## config.mk

```make
export PLATFORM = sky130hd
export DESIGN_NAME = kb_led_ctrl
export DESIGN_NICKNAME = d
export VERILOG_FILES = /design/src/rtl/ps2_pkg.sv /design/src/rtl/kb_timeout_ctr.sv /design/src/rtl/kb_led_ctrl.sv
export SDC_FILE = /design/constraint.sdc
export NUM_CORES = 1
export LEC_CHECK = 0
export BUFFER_PORTS_ARGS = -buffer_cell sky130_fd_sc_hd__buf_2
export CELL_PAD_IN_SITES_DETAIL_PLACEMENT = 1
export CELL_PAD_IN_SITES_GLOBAL_PLACEMENT = 2
export CORE_ASPECT_RATIO = 0.75
export CORE_MARGIN = 2
export CORE_UTILIZATION = 32
export DETAILED_ROUTE_END_ITERATION = 12
export GPL_TIMING_DRIVEN = 1
export PLACE_DENSITY_LB_ADDON = 0.2
export SLEW_MARGIN = 20
export SYNTH_ARGS = -nofsm -noshare
export SYNTH_HDL_FRONTEND = slang
export SYNTH_SLANG_ARGS = --single-unit
```

## constraint.sdc

```tcl
create_clock -name clk -period 2.2 [get_ports clk]
set_clock_uncertainty 0.2 [all_clocks]
set_input_delay 0.33 -clock clk [delete_from_list [all_inputs] [get_ports clk]]
set_output_delay 0.33 -clock clk [all_outputs]
set_load 0.01 [all_outputs]
```

## src/rtl/ps2_pkg.sv

```systemverilog
// Shared PS/2 host constants and the LED-command sequencer state encoding.
// Latency: n/a (definitions only).
// Backpressure: n/a.
package ps2_pkg;

    localparam logic [7:0] CMD_LED = 8'hED;
    localparam logic [7:0] ACK     = 8'hFA;
    localparam logic [7:0] RESEND  = 8'hFE;
    localparam logic [7:0] BRK     = 8'hF0;

    typedef enum logic [2:0] {
        ST_IDLE,
        ST_SEND1,
        ST_TX1,
        ST_WAIT_ACK1,
        ST_SEND2,
        ST_TX2,
        ST_WAIT_ACK2,
        ST_ABORT
    } kb_led_state_t;

endpackage

```

## src/rtl/kb_timeout_ctr.sv

```systemverilog
// Saturating wait timer for PS/2 handshakes: counts while en, cleared by clr.
// Latency: expired asserts on the TIMEOUT_CYC-th enabled cycle after clear.
// Backpressure: none; holds at the last count until cleared.
module kb_timeout_ctr #(
    parameter int TIMEOUT_CYC = 1_000_000
) (
    input  logic clk,
    input  logic reset,
    input  logic clr,
    input  logic en,
    output logic expired
);

    localparam int TW = (TIMEOUT_CYC > 1) ? $clog2(TIMEOUT_CYC) : 1;
    localparam logic [TW-1:0] LAST = TW'(TIMEOUT_CYC - 1);

    logic [TW-1:0] cnt_q;

    always_ff @(posedge clk or posedge reset) begin
        if (reset) begin
            cnt_q <= '0;
        end else if (clr) begin
            cnt_q <= '0;
        end else if (en && (cnt_q != LAST)) begin
            cnt_q <= cnt_q + TW'(1);
        end
    end

    assign expired = en && (cnt_q == LAST);

endmodule

```

## src/rtl/kb_led_ctrl.sv

```systemverilog
// PS/2 "Set LEDs" sequencer: sends 0xED + arg, waits for 0xFA, retries on 0xFE/timeout.
// Latency: tx_wr 2 cycles after an accepted led_req with an idle transmitter.
// Backpressure: waits on tx_idle; led_req while busy dropped (queued one-deep with KB_LED_PEND_EN).
module kb_led_ctrl
    import ps2_pkg::*;
#(
    parameter int TIMEOUT_CYC = 1_000_000,
    parameter int MAX_RETRY   = 3
) (
    input  logic       clk,
    input  logic       reset,
    input  logic       led_req,
    input  logic [2:0] led_val,
    input  logic       tx_idle,
    input  logic       tx_done_tick,
    output logic       tx_wr,
    output logic [7:0] tx_data,
    output logic       rx_en,
    input  logic       rx_done_tick,
    input  logic [7:0] rx_data,
    output logic       scan_tick,
    output logic       busy,
    output logic       done_tick,
    output logic       err_tick,
    output logic [2:0] led_state
);

    localparam int RW = (MAX_RETRY < 1) ? 1 : $clog2(MAX_RETRY + 1);

    kb_led_state_t state_q, state_nxt;
    logic [RW-1:0] retry_q, retry_nxt;
    logic [2:0]    arg_q, arg_nxt;
    logic [2:0]    led_q, led_nxt;
    logic [7:0]    tx_data_q, tx_data_nxt;
    logic          tx_wr_q, tx_wr_nxt;
    logic          done_q, done_nxt;
    logic          err_q, err_nxt;
    logic          ack_rx, rsnd_rx, retry_ok, tmo, tmr_clr, tmr_en, consume;
    logic          start_req;
    logic [2:0]    start_val;

    kb_timeout_ctr #(
        .TIMEOUT_CYC(TIMEOUT_CYC)
    ) u_tmo (
        .clk     (clk),
        .reset   (reset),
        .clr     (tmr_clr),
        .en      (tmr_en),
        .expired (tmo)
    );

`ifdef KB_LED_PEND_EN
    logic       pend_vld_q;
    logic [2:0] pend_val_q;

    // A fresh request in IDLE beats a stale pending one.
    assign start_req = led_req || pend_vld_q;
    assign start_val = led_req ? led_val : pend_val_q;

    always_ff @(posedge clk or posedge reset) begin
        if (reset) begin
            pend_vld_q <= 1'b0;
            pend_val_q <= 3'b000;
        end else if (led_req && (state_q != ST_IDLE)) begin
            pend_vld_q <= 1'b1;
            pend_val_q <= led_val;
        end else if (state_q == ST_IDLE) begin
            pend_vld_q <= 1'b0;
        end
    end
`else
    assign start_req = led_req;
    assign start_val = led_val;
`endif

    assign tmr_en   = (state_q == ST_WAIT_ACK1) || (state_q == ST_WAIT_ACK2);
    assign tmr_clr  = (state_nxt != state_q);
    assign ack_rx   = rx_done_tick && (rx_data == ACK);
    assign rsnd_rx  = rx_done_tick && (rx_data == RESEND);
    assign retry_ok = (retry_q < RW'(MAX_RETRY));
    assign consume  = tmr_en && ((rx_data == ACK) || (rx_data == RESEND));

    always_comb begin
        state_nxt   = state_q;
        retry_nxt   = retry_q;
        arg_nxt     = arg_q;
        led_nxt     = led_q;
        tx_data_nxt = tx_data_q;
        tx_wr_nxt   = 1'b0;
        done_nxt    = 1'b0;
        err_nxt     = 1'b0;
        case (state_q)
            ST_IDLE: begin
                if (start_req) begin
                    arg_nxt   = start_val;
                    retry_nxt = '0;
                    state_nxt = ST_SEND1;
                end
            end
            ST_SEND1: begin
                if (tx_idle) begin
                    tx_wr_nxt   = 1'b1;
                    tx_data_nxt = CMD_LED;
                    state_nxt   = ST_TX1;
                end
            end
            ST_TX1: begin
                if (tx_done_tick) state_nxt = ST_WAIT_ACK1;
            end
            ST_WAIT_ACK1: begin
                // ACK is tested first so it wins over a coincident timeout.
                if (ack_rx) begin
                    retry_nxt = '0;
                    state_nxt = ST_SEND2;
                end else if (rsnd_rx || tmo) begin
                    if (retry_ok) begin
                        retry_nxt = retry_q + RW'(1);
                        state_nxt = ST_SEND1;
                    end else begin
                        state_nxt = ST_ABORT;
                    end
                end
            end
            ST_SEND2: begin
                if (tx_idle) begin
                    tx_wr_nxt   = 1'b1;
                    tx_data_nxt = {5'b00000, arg_q};
                    state_nxt   = ST_TX2;
                end
            end
            ST_TX2: begin
                if (tx_done_tick) state_nxt = ST_WAIT_ACK2;
            end
            ST_WAIT_ACK2: begin
                if (ack_rx) begin
                    led_nxt   = arg_q;
                    done_nxt  = 1'b1;
                    state_nxt = ST_IDLE;
                end else if (rsnd_rx || tmo) begin
                    if (retry_ok) begin
                        retry_nxt = retry_q + RW'(1);
                        state_nxt = ST_SEND2;
                    end else begin
                        state_nxt = ST_ABORT;
                    end
                end
            end
            ST_ABORT: begin
                err_nxt   = 1'b1;
                state_nxt = ST_IDLE;
            end
            default: state_nxt = ST_IDLE;
        endcase
    end

    always_ff @(posedge clk or posedge reset) begin
        if (reset) begin
            state_q   <= ST_IDLE;
            retry_q   <= '0;
            arg_q     <= 3'b000;
            led_q     <= 3'b000;
            tx_data_q <= 8'h00;
            tx_wr_q   <= 1'b0;
            done_q    <= 1'b0;
            err_q     <= 1'b0;
        end else begin
            state_q   <= state_nxt;
            retry_q   <= retry_nxt;
            arg_q     <= arg_nxt;
            led_q     <= led_nxt;
            tx_data_q <= tx_data_nxt;
            tx_wr_q   <= tx_wr_nxt;
            done_q    <= done_nxt;
            err_q     <= err_nxt;
        end
    end

    assign tx_wr     = tx_wr_q;
    assign tx_data   = tx_data_q;
    assign done_tick = done_q;
    assign err_tick  = err_q;
    assign led_state = led_q;
    assign busy      = (state_q != ST_IDLE);
    assign rx_en     = !(state_q inside {ST_SEND1, ST_TX1, ST_SEND2, ST_TX2});
    assign scan_tick = rx_done_tick && !consume;

endmodule

```

==> impl.org <==
** Final layout
- Commonest non-fill, non-tap cells in the layout :: dfrtp_1 (36), buf_2 (32), buf_4 (28)
- Fraction of final layout cells with drive strength greater than 1 :: between 30 and 40%
- Final Instance Count excl. Fillers :: just under 400
- Counting the fill cells in the layout gives roughly 800.
- Cells fill between 40% and 50% of the core in the end.
- Leaving out fill and tap cells, the most frequent cell in the layout is dfrtp_1.
- Final layout net count :: between 300 and 400
- Antenna diode count :: 0
- Growth of design area from synthesis to finish :: 26.61%

** Synthesis
- Yosys mapped the design onto between 50 and 60 distinct sky130hd cell types.
- Summed over all instances, the cell type with the most area after synthesis is dfrtp_1.
- For this run, asynchronously set or reset flops after synthesis account for between 90% and 100%.
- The synthesized design contains 0 enable-type register cells.
- By area the synthesized netlist is led by dfrtp_1 (41%), xnor2_1 (7.2%), nor2_2 (5.4%), nand2_1 (2.8%), a211oi_1 (2.6%).
- Count of mapped cells out of synthesis :: 237
- Summing the sequential cell areas from Yosys gives between 40% and 50% of the chip area.
- For this run, the leading register cell type out of synthesis is dfrtp_1.
- After synthesis, the mean cell area works out to 9.783 µm².
- After synthesis the cells add up to 2318 µm².
- In this run the biggest area consumer among cell types represents 41.01% of the synthesized area.
- The Yosys step of the flow raised 0 warnings.
- Counting flops and latches in the post-synthesis netlist gives 38.
- Synthesized Nets :: roughly 260

** Floorplanning
- The total area inside the core boundary comes to ~7000 µm².
- Chip width :: a little over 100 µm
- Number of top-level pins :: 34
- Starting utilization of the core area :: between 30% and 40%
- The floorplan step set the die height to 77.72 µm.
- Row count :: 26
- The die covers between 7000 and 8000 µm².

** Worst setup path
- On the worst path, the slowest cell contributes a delay of around 0.57 ns.
- Grouping stages by cell kind, the critical path spends the most delay in simple AND/OR/NAND/NOR gates.
- The worst setup path is of the flip-flop to flip-flop kind.
- Sort of element at the end of the critical path :: flip-flop
- In this run the worst path has a maximum fanout of 10.
- Together, buffers and inverters on the worst path number 3.
- WP depth :: 8
- The worst setup path is launched from a flip-flop.
- Data arrival time of the critical path :: approximately 2.2 ns
- For the worst setup path, the data required time is around 2.2 ns.
- On the critical path, the stage with the largest delay is an instance of or4_4.
- Series of cell instances along the critical path :: or4_4, nor4b_4, buf_4, a211oi_2, o22ai_2, buf_6, buf_12, nor2_2
- Measured in cells, the most critical reg-to-reg path has a length of 8.

** Timing
- Maximum operating frequency :: around 460 MHz
- Slew at the pin closest to its max-slew limit :: approximately 0.48 ns
- Worst slew slack as a fraction of its limit :: 66.84%
- Total Negative Setup Slacks :: 0 ns
- Worst-case hold slack :: ~0.058 ns
- The number of pins with negative max-slew slack in the final report was 0.
- Setup violations remaining at the end of the flow were counted as 0.
- The number of hold-slack violations in the final timing report came to 0.
- Share of the cycle needed by the critical path after routing :: approximately 99%
- The worst path needs ~2.2 ns of the cycle, external delays included.
- Setup repair after global routing could not meet its margin everywhere.

** Clock network
- Max H-tree Level :: 2
- Maximum buffer depth of the clock tree :: 2
- Insertion delay to the later sink of the worst-skew pair :: around 0.29 ns
- Clock Pin Slew Worst Setup and Hold Paths :: 0.09 ns
- TritonCTS built the clock tree.
- CTS Sinks :: 38
- CTS buffer count :: 5
- Root buffer cell :: clkbuf_8

** Route
- After detailed routing, the number of remaining DRC violations is 0.
- Vias/cell :: 4.901
- Dividing the detail-routed wire length by the instance count gives between 10 and 15 µm.
- Post-DRT Antenna Nets :: 0
- Detailed routing inserted a total of about 1,900 vias.
- Before antenna repair, the detailed router went through 4 iterations.
- After the first detailed-routing iteration, the DRC count stood at 44.
- Routed WL :: about 6 mm

** GRT
- Antenna violations before repair :: 0
- Global routing finished with a remaining overflow of 0.
- The number of global-route vias before repair came to between 1,500 and 2,000.
- Overall Global Routing Usage :: between 10% and 20%
- Entering global routing, the biggest net connects 39 pins.
- The first global-routing pass estimated about 9.8 mm of wire.

** Power and ir drop
- Dividing total power by cell area gives a power density of around 950 nW/µm².
- VDD sags by at most approximately 0.42 mV.
- Final Power :: 2.778 mW
- Leakage power total :: 1.274 nW

** Placement
- # placed instances :: 377
- Detailed placer's ending HPWL :: around 4.3 mm
- IO buf count :: 32
- Final weighted congestion in routability-driven placement :: 0.7639

** Run status
- Outcome :: finished clean

** Hold path
- Worst hold path stage count :: 2
- The min-delay analysis places its worst path in the category input pin to flip-flop.

** Flow run
- Max-capacitance violation count :: 0
==> Yosys cell counts (2+ instances only) <==
| cell type | count |
|---|---|
| mux2_1 | 5 |
| buf_6 | 4 |
| and4_1 | 2 |
| nor3b_1 | 2 |
| and3_1 | 3 |
| and2b_2 | 2 |
| clkbuf_1 | 3 |
| mux2i_1 | 4 |
| a211oi_1 | 8 |
| nand3_1 | 8 |
| buf_4 | 4 |
| nor4_2 | 2 |
| nor3_1 | 7 |
| nor4_1 | 2 |
| a21oi_1 | 11 |
| xnor2_1 | 19 |
| nor2_2 | 20 |
| o21ai_0 | 3 |
| dfrtp_1 | 38 |
| o22ai_1 | 5 |
| nand2b_1 | 2 |
| inv_1 | 10 |
| nand4b_1 | 3 |
| nand4_1 | 4 |
| o21ai_1 | 3 |
| nand2_1 | 17 |
| nor2_1 | 14 |
| buf_8 | 2 |
| nand3b_1 | 3 |
==> what timing repair did <==
action | 4_1_cts | 5_1_grt
hold endpoints to repair | 38 | 0
gates cloned | 1 | 0
pin swaps | 2 | 2
gates resized for setup | 5 | 7
buffers inserted | 1 | 5
hold buffers | 1 | 0
endpoints found under the setup margin | 21 | 23
==> stage by stage <==
| stage | setup WS (ns) | cell area, µm² |
|---|---|---|
| after floorplan | 0.04426 | 2318 |
| after global placement | -0.01485 | 2673 |
| after detailed placement | -0.03339 | 2673 |
| after CTS | -0.02440 | 2879 |
| after global routing | -0.04554 | 2935 |
| final | 0.01439 | 2935 |
==> cell type report <==
cell class	instances	area [µm²]	share of cell area, %
Sequential cell	38	953.4	32.48
Timing Repair Buffer	64	439.2	14.96
Inverter	11	41.29	1.407
Tap cell	98	122.6	4.177
Multi-Input combinational cell	174	1236	42.11
Clock buffer	6	82.58	2.813
Clock inverter	2	60.06	2.046
==> flip-flops by register name, indices dropped and copies added, names as in the netlist <==
| signal | flops |
|---|---|
| done_tick | 1 |
| err_tick | 1 |
| tx_data | 4 |
| retry_q | 2 |
| tx_wr | 1 |
| arg_q | 3 |
| led_state | 3 |
| u_tmo.cnt_q | 20 |
| state_q | 3 |
==> cell families (layout without fill, tap and decap cells) <==
logic type,Yosys count,count (layout),share of synthesized area [%]
compound gates,40,40,11.98
xor+xnor,21,21,8.257
fa+ha+maj,1,1,0.5396
buf+inv,25,83,7.015
flops,38,38,41.01
mux,9,9,4.155
other cells,1,1,0.1617
simple gates,102,102,26.88
==> power by group <==
| part | switching, mW | internal [mW] |
|---|---|---|
| clock | 0.268 | 0.484 |
| combinational | 0.609 | 0.537 |
| sequential | 0.0918 | 0.788 |
==> worst paths after layout <==
kind / from / endpoint / slack, ns
max reg2reg: u_tmo.cnt_q[13]$_DFFE_PP0P_ / u_tmo.cnt_q[15]$_DFFE_PP0P_ / 0.01
max in group asynchronous: reset / state_q[0]$_DFF_PP0_ / 0.92
min reg2reg: led_state[0]$_DFFE_PP0P_ / led_state[0]$_DFFE_PP0P_ / 0.28
min: led_val[2] / arg_q[2]$_DFFE_PP0P_ / 0.06
min in group asynchronous: reset / u_tmo.cnt_q[0]$_DFFE_PP0P_ / 0.50
max: u_tmo.cnt_q[13]$_DFFE_PP0P_ / u_tmo.cnt_q[15]$_DFFE_PP0P_ / 0.01
==> layer usage <==
layer	routed length [µm]	share of wire (%)	track usage [%]
met4	18	0.31	2.400
met3	190	3.2	3.243
met2	2439	42	21.71
met5	0	0	0
met1	3207	55	25.34
(Power assumes the default switching activity.)
